--- src/rtl/ks_level5_sum.sv ---
// ks_level5_sum: level-5 Kogge-Stone merge, sum/flags and valid/ready output slot.
// Define KS_SKID_EN to add a skid entry and register in_ready.
module ks_level5_sum #(
  parameter int TAG_W = 4
) (
  input  logic             clk,
  input  logic             rst,
  input  logic             in_valid,
  output logic             in_ready,
  input  logic [31:16]     p_list4,
  input  logic [31:4]      g_list4,
  input  logic [3:0]       g_lo,
  input  logic [31:0]      hp,
  input  logic             cin,
  input  logic [TAG_W-1:0] tag_in,
  output logic             out_valid,
  input  logic             out_ready,
  output logic [31:0]      sum,
  output logic             cout,
  output logic             ovf,
  output logic [TAG_W-1:0] tag_out
);
  localparam logic [1:0] EMPTY = 2'd0;
  localparam logic [1:0] HOLD1 = 2'd1;
`ifdef KS_SKID_EN
  localparam logic [1:0] HOLD2 = 2'd2;
`endif
  logic [15:0] g_low;
  logic [31:0] g;
  logic [31:0] sum_d;
  logic [1:0]  state, nxt;
  logic        in_fire;
  // carries below bit 16 are already complete; only the upper half needs the span-16 grey cell
  assign g_low     = {g_list4[15:4], g_lo};
  assign g         = {g_list4[31:16] | (p_list4 & g_low), g_low};
  assign sum_d     = hp ^ {g[30:0], cin};
  assign in_fire   = in_valid & in_ready;
  assign out_valid = state != EMPTY;
`ifdef KS_SKID_EN
  logic             rdy_q;
  logic [31:0]      sk_sum;
  logic             sk_cout, sk_ovf;
  logic [TAG_W-1:0] sk_tag;
  assign in_ready = rdy_q & ~rst;
  always_comb
    nxt = state == EMPTY ? (in_fire ? HOLD1 : EMPTY) :
          state == HOLD1 ? (in_fire && !out_ready ? HOLD2 : (!in_fire && out_ready ? EMPTY : HOLD1)) :
          (out_ready ? HOLD1 : HOLD2);
  always_ff @(posedge clk) begin
    if (rst) begin
      state   <= EMPTY;
      rdy_q   <= 1'b1;
      sum     <= '0;
      cout    <= 1'b0;
      ovf     <= 1'b0;
      tag_out <= '0;
      sk_sum  <= '0;
      sk_cout <= 1'b0;
      sk_ovf  <= 1'b0;
      sk_tag  <= '0;
    end else begin
      if (state == HOLD2 && out_ready) begin
        sum     <= sk_sum;
        cout    <= sk_cout;
        ovf     <= sk_ovf;
        tag_out <= sk_tag;
      end else if (in_fire && (state == EMPTY || out_ready)) begin
        sum     <= sum_d;
        cout    <= g[31];
        ovf     <= g[31] ^ g[30];
        tag_out <= tag_in;
      end
      // full output slot and downstream stalled: park the new result behind it
      if (in_fire && state == HOLD1 && !out_ready) begin
        sk_sum  <= sum_d;
        sk_cout <= g[31];
        sk_ovf  <= g[31] ^ g[30];
        sk_tag  <= tag_in;
      end
      state <= nxt;
      rdy_q <= nxt != HOLD2;
    end
  end
`else
  assign in_ready = ~rst & (~out_valid | out_ready);
  always_comb nxt = in_fire ? HOLD1 : (out_ready ? EMPTY : state);
  always_ff @(posedge clk) begin
    if (rst) begin
      state   <= EMPTY;
      sum     <= '0;
      cout    <= 1'b0;
      ovf     <= 1'b0;
      tag_out <= '0;
    end else begin
      state <= nxt;
      if (in_fire) begin
        sum     <= sum_d;
        cout    <= g[31];
        ovf     <= g[31] ^ g[30];
        tag_out <= tag_in;
      end
    end
  end
`endif
endmodule

--- config.mk ---
export PLATFORM = sky130hd
export DESIGN_NAME = ks_level5_sum
export DESIGN_NICKNAME = d
export VERILOG_FILES = /design/src/rtl/ks_level5_sum.sv
export SDC_FILE = /design/constraint.sdc
export NUM_CORES = 1
export LEC_CHECK = 0
export CAP_MARGIN = 20
export CELL_PAD_IN_SITES_DETAIL_PLACEMENT = 1
export CELL_PAD_IN_SITES_GLOBAL_PLACEMENT = 2
export CORE_ASPECT_RATIO = 1.5
export CORE_MARGIN = 1.5
export CORE_UTILIZATION = 17
export CTS_BUF_LIST = sky130_fd_sc_hd__clkbuf_2 sky130_fd_sc_hd__clkbuf_4 sky130_fd_sc_hd__clkbuf_8
export DETAILED_ROUTE_END_ITERATION = 16
export PLACE_DENSITY_LB_ADDON = 0.08
export SYNTH_ARGS = -nofsm -noshare
export SYNTH_HDL_FRONTEND = slang
export SYNTH_SLANG_ARGS = --single-unit
--- constraint.sdc ---
create_clock -name clk -period 1.1 [get_ports clk]
set_input_delay 0.275 -clock clk [delete_from_list [all_inputs] [get_ports clk]]
set_output_delay 0.275 -clock clk [all_outputs]
set_load 0.03 [all_outputs]
# Word-level counts from Yosys, hierarchy flattened
# Index checks and enable logic that the tools add are counted.
[totals]
register_bits = 39
latchBits = 0
mem_bits_rw = 0
mem_bits_ro = 0
in_bits = 89
output_inout_bits = 40
elab_cells = 17
n_memories = 0
[classes]
add_sub_neg = 0
mul = 0
div = 0
magnitude_cmp = 0
eq_ne = 0
shifts = 0
mux = 2
bitwise_logic = 9
reduce_logical = 1
[op_table]
columns = ["op", "count"]
rows = [
  ["bitwise XOR 32 bit", 1],
  ["bitwise AND 16 bit", 1],
  ["OR 16 bit", 1],
  ["bitwise AND 1 bit", 2],
  ["2-to-1 mux 1 bit", 2],
  ["NOT 1 bit", 2],
  ["nonzero test 2 bit", 1],
  ["OR 1 bit", 1],
  ["bitwise XOR 1 bit", 1],
]

# Logic depth before layout (Yosys ltp)
# Gate-level depths: netlist (run 1).
[logic_depth]
depth_word = 5
ltp_mapped = 5
ltp_nobuf = 3

# Worst setup path before layout (run 1)
# No wires, ideal clock.
[synth_path]
kind = "reg-to-reg"
startpoint = "reg state[0]"
endpoint = "reg cout"
setup_time_ns = 0.079
arrival_time_ns = 1.247
required_time_ns = 1.021
slack_ns = -0.226
stages_incl_launch_ff = 6
n_path_buf = 2
synth_period_minus_slack_ns = 1.326
path_cell_list = "dfxtp_1 -> nand2b_1 -> and2_4 -> buf_6 -> buf_12 -> a211oi_2"
[synth_via]
elab_chain_len = 4
[synth_rtl]
columns = ["element", "line", "source"]
rows = [
  ["from (decl)", "31", "logic [1:0] state, nxt;"],
  ["from (signal assigned)", "95", "state <= nxt;"],
  ["NOT 1 bit", "85", "assign in_ready = ~rst & (~out_valid | out_ready);"],
  ["OR 1 bit", "85", ""],
  ["bitwise AND 1 bit", "85", ""],
  ["bitwise AND 1 bit", "37", "assign in_fire = in_valid & in_ready;"],
  ["to (signal assigned)", "98", "cout <= g[31];"],
  ["to (decl)", "19", "output logic cout,"],
]
# No other way between the ends.
# A chain may end at the register's enable or synchronous reset.

# Worst setup path after layout (run 1)
[layout_path]
startpoint = "reg state[0]"
endpoint = "out in_ready"
[layout_via]
elab_chain_len = 3
[layout_rtl]
columns = ["element", "line", "source"]
rows = [
  ["NOT 1 bit", "85", ""],
  ["OR 1 bit", "85", ""],
  ["bitwise AND 1 bit", "85", ""],
  ["to (decl)", "9", "output logic in_ready,"],
]
# No other way between the ends.

==> results of run 1 <==
-- cells by family after synthesis --
| kind of cell | share of synthesized area |
|---|---|
| simple gates | 0.201 |
| compound gates | 0.108 |
| flops | 0.414 |
| xor+xnor | 0.153 |
| mux | 0.0850 |
| buf+inv | 0.0392 |
-- layer usage --
metal	GRT usage	up-vias
met3	0.0420	6
met5	0	-
met4	0.0436	0
met1	0.133	950
met2	0.214	71
li1	-	992
-- final timing paths --
check / start / end / slack (ns) / depth (start not counted)
setup / recovery: state[0]$_SDFFE_PP0P_ / in_ready / -0.18 / 3
hold / removal: in_valid / state[0]$_SDFFE_PP0P_ / 0.44 / 4
setup reg to reg: state[0]$_SDFFE_PP0P_ / sum[20]$_SDFFE_PP0P_ / -0.11 / 5
hold reg to reg: tag_out[0]$_SDFFE_PP0P_ / tag_out[0]$_SDFFE_PP0P_ / 0.47 / 2
-- repair_timing --
action / 4_1_cts / 5_1_grt
resized for setup: 31 / 97
pin swaps: 2 / 16
cloned: 3 / 1
setup buffers: 4 / 5
setup endpoints to repair: 55 / 71
-- worst max-delay path, cell delays in order (launching register included) --
cell	delay [ns]
dfxtp_4	0.35
nor2b_4	0.13
nor2_4	0.10
buf_12	0.12
-- through the flow --
step | power, mW | instance area (µm²) | setup TNS [ns]
floorplan | 2.23 | 1910 | -0.0547
global placement | 2.97 | 3460 | -15.48
detailed placement | 2.98 | 3460 | -15.86
CTS | 4.09 | 3750 | -4.04
global route | 4.39 | 4040 | -4.41
finish | 4.13 | 4040 | -2.34
-- registers in the layout (all words and copies together), names as in the netlist --
name,cells
cout,1
tag_out,4
ovf,1
sum,32
state,1
-- cells in the final DEF (no fill, tap or decap) --
master / Yosys / final
buf_6: 1 / 42
nand3_1: 21 / 4
nand2b_1: 38 / 37
xnor2_1: 1 / 1
a21oi_1: 17 / 16
dfxtp_1: 39 / 3
dfxtp_4: 0 / 1
clkdlybuf4s50_1: 0 / 85
clkbuf_8: 0 / 5
and2_4: 1 / 1
a21oi_2: 0 / 1
a211oi_2: 1 / 1
clkbuf_4: 0 / 1
o21ai_1: 21 / 7
mux2i_1: 16 / 16
nand2b_4: 0 / 1
nand3_4: 0 / 2
buf_4: 1 / 15
nand3_2: 0 / 15
dlygate4sd2_1: 0 / 3
nor2b_4: 0 / 2
nor2_4: 0 / 1
buf_8: 0 / 2
xor2_1: 32 / 32
o21ai_2: 0 / 14
dfxtp_2: 0 / 35
clkbuf_16: 0 / 1
nor2_1: 3 / 2
buf_12: 1 / 11
-- area by class of cell --
| cell class | count | area (µm²) | share of cell area |
|---|---|---|---|
| Timing Repair Buffer | 159 | 1740 | 0.431 |
| Multi-Input combinational cell | 153 | 1210 | 0.301 |
| Sequential cell | 39 | 828 | 0.205 |
| Tap cell | 144 | 180 | 0.0446 |
| Clock buffer | 6 | 76.3 | 0.0189 |
-- power breakdown --
part / internal (mW) / switching [mW]
logic: 0.847 / 0.673
clock network: 0.448 / 0.493
registers: 1.57 / 0.0968
==> qor.yml, run 1 <==
outcome:
  status: "finished, violations left"
  violations: "negative setup slack"
yosys:
  synth_cell_type_count: 18
  synth_top_area_cell: "dfxtp_1"
  synth.most_common_cell: "dfxtp_1"
  ys_seq_area_frac: 0.414
  syn_nets: 293
  yosysWarnings: 0
  yosys_most_used_dff: "dfxtp_1"
  synth_edf_count: 0
  synth.avg_cell_area_um2: 9.24
  synthTopCellsByArea: "dfxtp_1 41%, xor2_1 15%, nand2b_1 13%"
  synth_common_cells: "39 x dfxtp_1, 38 x nand2b_1, 32 x xor2_1"
  synthCells: 204
  async_flop_share: 0
  syn_area_mm2: 0.00188
  ys_ff_latch: 39
  synth.top_cell.area_share: 0.414
die:
  core_area_mm2: 0.0107
  rows: 46
  dieArea_mm2: 0.0117
  start_util: 0.176
  io_pins: 129
  die_height_um: 132
  fp.dieW_um: 89.0
final_layout:
  synthToLayoutAreaGrowth_pct: 114
  n_fill_cell: 1231
  drive_gt1_frac: 0.423
  finalNonFillerCells: 501
  nets: 447
  final_core_utilization: 0.377
  diodes: 0
routing:
  wirelength_mm: 7.00
  routed-via-count: 2019
  first_iter_violations: 22
  wl_met3_um: 508
  ant_nets: 0
  via_per_inst: 4.03
  wire_per_inst_um: 14.0
  top_layer: "met4"
  dr_wl_met2_mm: 3.78
  drt_pre_antenna_iters: 3
  drt-met1-wl_mm: 2.60
  drc: 0
global_routing:
  grt_max_degree: 19
  grtUsageTotal: 0.122
  grt_pass1_vias: 2104
  grt_pass1_wl_mm: 10.8
  grt-ovfl-total: 0
  grt_antenna_before_repair: 0
clock_tree:
  cts_buffer_depth: 2
  clock_latency_ns: 0.29
  cts_made_buffers: 5
  path_clk_slew_ns: 0.07
  ctsHtreeMaxLevel: 2
  cts_tree: "done"
  numClockSinks: 39
  cts_hold_buf: 0
  root_buffer: "clkbuf_8"
sta:
  fmax_mhz: 782
  setup_viol: 38
  hold_slack_ns: 0.438
  setup_ws_ns: -0.179
  timing.final.crit_share: 1.16
  slew_viol_final: 0
  skew_ns: 0.00142
  slew_headroom: 0.777
  worst_pin_slew_ns: 0.335
  post-route-min-period_ns: 1.28
  finalHoldViolCount: 0
  rsz0062_at_grt: "yes"
place:
  pre_cts_ws_ns: -0.474
  port_buffers: 128
  gp_routability_congestion: 0.641
  hpwl_mm: 5.19
  placed_cells: 486
worst_setup_path:
  worstPathArrival_ns: 1.00
  cp_max_fo: 2
  end_kind: "primary output"
  crit_type: "flop to primary output"
  crit_required_ns: 0.82
  cp-start-kind: "flop"
power_and_ir_drop:
  peakVddDrop_uv: 387
  leakage_nw: 1.60
  powerDensity_mw_per_mm2: 1020
flow_run:
  max_cap_viol_count: 0
worst_hold_path:
  hold_path_class: "input pin to flop"
Note: power is estimated with default switching activity, not from simulation.
==> run 2, diff against run 1 <==
Settings changed: SETUP_SLACK_MARGIN set to 0.02.
==> qor.yml, run 2 (synthesized netlist as in run 1, its figures left out) <==
outcome:
  status: "finished, violations left"
  violations: "negative setup slack"
worst_setup_path:
  cp-start-kind: "flop"
  endpoint: "in_ready"
  crit_type: "flop to primary output"
  end_kind: "primary output"
  cp_top_family: "flip-flops"
  crit_chain: "nor2b_4, nor2_4, buf_12"
  cp_max_fo: 2
  rr_endpoint: "sum[20]$_SDFFE_PP0P_"
  crit_required_ns: 0.82
  r2r-start: "state[0]$_SDFFE_PP0P_"
  worstPathArrival_ns: 1.00
  crit_cells: 3
  slowest_delay_ns: 0.35
  slowest_stage: "dfxtp_4"
  startpoint: "state[0]$_SDFFE_PP0P_"
  path_buf_inv: 1
  reg2reg_depth: 5
  r2r_slack_ns: -0.11
final_layout:
  reg_top3: "sum: 32 flops, tag_out: 4 flops"
  largest_reg_flops: 32
  final_cell_mix: "85 x clkdlybuf4s50_1, 43 x buf_6, 37 x nand2b_1, 37 x dfxtp_2, 32 x xor2_1"
  final_core_utilization: 0.381
  diodes: 0
  final_area_mm2: 0.00407
  n_fill_cell: 1228
  largest_register: "sum"
  finalNonFillerCells: 505
  drive_gt1_frac: 0.435
  synthToLayoutAreaGrowth_pct: 116
  final_common_cell: "clkdlybuf4s50_1"
  nets: 451
clock_tree:
  numClockSinks: 39
  root_buffer: "clkbuf_8"
  cts_hold_buf: 0
  cts_buffer_depth: 2
  cts_tree: "done"
  path_clk_slew_ns: 0.07
  clock_latency_ns: 0.29
  cts_made_buffers: 5
  ctsHtreeMaxLevel: 2
global_routing:
  grt_pass1_vias: 2122
  grt_max_degree: 19
  grt-ovfl-total: 0
  grt_antenna_before_repair: 0
  grtUsageTotal: 0.123
  grt_pass1_wl_mm: 10.9
sta:
  slew_viol_final: 0
  slew_headroom: 0.777
  setup_ws_ns: -0.179
  rsz0062_at_grt: "yes"
  fmax_mhz: 782
  worst_pin_slew_ns: 0.335
  post-route-min-period_ns: 1.28
  skew_ns: 0.00351
  finalHoldViolCount: 0
  setup_viol: 38
  timing.final.crit_share: 1.16
place:
  placed_cells: 486
  gp_routability_congestion: 0.641
  port_buffers: 128
  hpwl_mm: 5.19
  placed_area_mm2: 0.00346
die:
  start_util: 0.176
  fp.dieW_um: 89.0
  rows: 46
  dieArea_mm2: 0.0117
  io_pins: 129
  die_height_um: 132
  core_area_mm2: 0.0107
power_and_ir_drop:
  peakVddDrop_uv: 388
  total_power_mw: 4.15
  powerDensity_mw_per_mm2: 1020
  leakage_nw: 1.63
routing:
  wire_per_inst_um: 14.0
  wirelength_mm: 7.08
  drt_pre_antenna_iters: 4
  first_iter_violations: 32
  routed-via-count: 2027
  via_per_inst: 4.01
  ant_nets: 0
  drc: 0
flow_run:
  max_cap_viol_count: 0
worst_hold_path:
  hold_path_class: "input pin to flop"
run 2: area by class of cell:
type                            count  area [µm²]  share of cell area
Clock buffer                        6        76.3              0.0187
Timing Repair Buffer              163        1770               0.435
Tap cell                          144         180              0.0442
Multi-Input combinational cell    153        1210               0.297
Sequential cell                    39         835               0.205
run 2: how the worst min path moves through the flow:
stage | startpoint | end | slack, ns | depth (start not counted)
6_report | in_valid | state[0]$_SDFFE_PP0P_ | 0.43 | 4
5_1_grt | in_valid | state[0]$_SDFFE_PP0P_ | 0.47 | 4
3_3_place_gp | sum[3]$_SDFFE_PP0P_ | sum[3]$_SDFFE_PP0P_ | 0.45 | 2
4_1_cts | in_valid | state[0]$_SDFFE_PP0P_ | 0.43 | 4
2_1_floorplan | in_valid | state[0]$_SDFFE_PP0P_ | 0.39 | 2
3_5_place_dp | sum[7]$_SDFFE_PP0P_ | sum[7]$_SDFFE_PP0P_ | 0.46 | 2
run 2: worst register-to-register path, stage by stage, from the launching register on:
cell	delay, ns
dfxtp_4	0.35
buf_6	0.12
nand2b_4	0.06
and2_4	0.24
buf_12	0.17
mux2i_1	0.19
run 2: what timing repair did:
action,in CTS,in global routing
pin swaps,2,14
endpoints found under the setup margin,78,59
buffers inserted,4,8
gates resized for setup,82,49
gates cloned,3,1
run 2: stage by stage:
stage	setup slack, ns	TNS (ns)	hold slack (ns)
floorplan	-0.00935	-0.0547	0.394
global placement	-0.441	-15.48	0.453
detailed placement	-0.474	-15.86	0.458
CTS	-0.230	-4.14	0.429
global route	-0.223	-4.33	0.474
finish	-0.179	-2.30	0.433
run 2: layer usage:
layer,track usage,up-vias,part of all wire
li1,-,998,-
met1,0.134,952,0.37
met5,0,-,0
met3,0.0420,6,0.072
met2,0.217,71,0.54
met4,0.0436,0,0.016
run 2: power breakdown:
part           internal, mW  leakage, nW  switching, mW
Sequential             1.57        0.336         0.0970
Clock                 0.448       0.0406          0.499
Combinational         0.862         1.25          0.677
Total                  2.88         1.63           1.27
==> run 3, diff against run 2 <==
Settings changed: CORE_UTILIZATION 17 to 21.
Clock period 1.1 ns to 1.6 ns, I/O delays scaled along.
==> qor.yml, run 3 (synthesized netlist as in run 1, its figures left out) <==
outcome:
  status: "complete, no violations"
sta:
  slew_viol_final: 0
  fmax_mhz: 652
  setup_viol: 0
  skew_ns: 0.00339
  slew_headroom: 0.758
  rsz0062_at_grt: "no"
  finalHoldViolCount: 0
  timing.final.crit_share: 0.958
  worst_pin_slew_ns: 0.365
  setup_ws_ns: 0.0668
  hold_slack_ns: 0.462
  post-route-min-period_ns: 1.53
die:
  start_util: 0.215
  die_height_um: 119
  rows: 42
  fp.dieW_um: 80.3
  core_area_mm2: 0.00878
  dieArea_mm2: 0.00956
  io_pins: 129
worst_setup_path:
  r2r_slack_ns: 0.58
  crit_type: "input pin to primary output"
  slowest_stage: "clkdlybuf4s50_1"
  cp-start-kind: "input pin"
  reg2reg_depth: 4
  rr_endpoint: "sum[20]$_SDFFE_PP0P_"
  crit_required_ns: 1.20
  cp_max_fo: 3
  crit_chain: "clkdlybuf4s50_1, nor2_1, buf_4"
  end_kind: "primary output"
  worstPathArrival_ns: 1.13
  r2r-start: "state[0]$_SDFFE_PP0P_"
  slowest_delay_ns: 0.45
routing:
  first_iter_violations: 36
  drc: 0
  wire_per_inst_um: 13.9
  via_per_inst: 4.23
  ant_nets: 0
  drt_pre_antenna_iters: 3
  routed-via-count: 1893
  wirelength_mm: 6.24
final_layout:
  diodes: 0
  drive_gt1_frac: 0.0680
  nets: 426
  final_area_mm2: 0.00341
  final_cell_mix: "87 x clkdlybuf4s50_1, 40 x dlygate4sd2_1, 39 x dfxtp_1"
  final_common_cell: "clkdlybuf4s50_1"
  reg_top3: "sum: 32 flops, tag_out: 4 flops"
  largest_register: "sum"
  synthToLayoutAreaGrowth_pct: 80.7
  largest_reg_flops: 32
global_routing:
  grt-ovfl-total: 0
  grt_pass1_vias: 2132
  grtUsageTotal: 0.139
  grt_max_degree: 40
  grt_antenna_before_repair: 0
  grt_pass1_wl_mm: 10.2
place:
  gp_routability_congestion: 0.719
  placed_area_mm2: 0.00336
  hpwl_mm: 5.04
  pre_cts_ws_ns: -0.0627
  port_buffers: 128
flow_run:
  max_cap_viol_count: 0
worst_hold_path:
  hold_depth: 2
  hold_path_class: "flop to flop"
  holdPathEnd: "sum[3]$_SDFFE_PP0P_"
  min_from: "sum[3]$_SDFFE_PP0P_"
power_and_ir_drop:
  leakage_nw: 1.44
  peakVddDrop_uv: 279
  total_power_mw: 2.62
  powerDensity_mw_per_mm2: 769
clock_tree:
  cts_buffer_depth: 2
  path_clk_slew_ns: 0.08
  clock_latency_ns: 0.29
  ctsHtreeMaxLevel: 2
  numClockSinks: 39
  post-cts-setup-buffers: 0
  cts_hold_buf: 0
  cts_tree: "done"
  cts_made_buffers: 5
  root_buffer: "clkbuf_8"
## run 3: cell types whose count changed in the layout (fill, tap and decap cells not counted), sizes merged
cell / before / now
buf: 74 / 11
dlygate4sd2: 3 / 40
clkinv: 0 / 1
clkdlybuf4s50: 85 / 87
## run 3: layer usage
layer | part of all wire | track usage
met1 | 0.36 | 0.135
met2 | 0.58 | 0.275
met3 | 0.047 | 0.0307
met4 | 0.013 | 0.0463
met5 | 0 | 0
## run 3: power breakdown
group	leakage, nW	internal (mW)	switching, mW	total, mW
clock	0.0491	0.340	0.346	0.686
combinational	1.07	0.417	0.410	0.827
sequential	0.322	1.06	0.0447	1.11
## run 3: how the worst max path moves through the flow
stage                           end  startpoint  slack [ns]
6_report                   in_ready         rst        0.07
5_1_grt                    in_ready         rst        0.05
2_1_floorplan              in_ready         rst        0.21
3_5_place_dp   sum[22]$_SDFFE_PP0P_    in_valid       -0.06
4_1_cts                    in_ready         rst        0.06
3_3_place_gp   sum[15]$_SDFFE_PP0P_         rst       -0.07
## run 3: critical path, delay by kind of cell
kind	cells	cell delay, ns
buf+inv	2	0.62
simple gates	1	0.11
## run 3: repair_timing
action                                 4_1_cts  5_1_grt
setup endpoints to repair                   40        0
endpoints found under the hold margin        0        0
resized for setup                           41        0
## run 3: per-stage QoR
stage | util | TNS (ns) | std cells
2_1_floorplan | - | 0 | 204
4_1_cts | 0.388 | 0 | 448
3_5_place_dp | 0.383 | -1.07 | 440
5_1_grt | 0.388 | 0 | 448
3_3_place_gp | 0.383 | -1.20 | 440
6_report | 0.388 | 0 | 448
## run 3: layout make-up
| class | count | area, µm² |
|---|---|---|
| Clock inverter | 1 | 5.00 |
| Fill cell | 1019 | 5370 |
| Clock buffer | 7 | 83.8 |
| Sequential cell | 39 | 781 |
| Multi-Input combinational cell | 153 | 1030 |
| Timing Repair Buffer | 138 | 1370 |
| Tap cell | 110 | 138 |
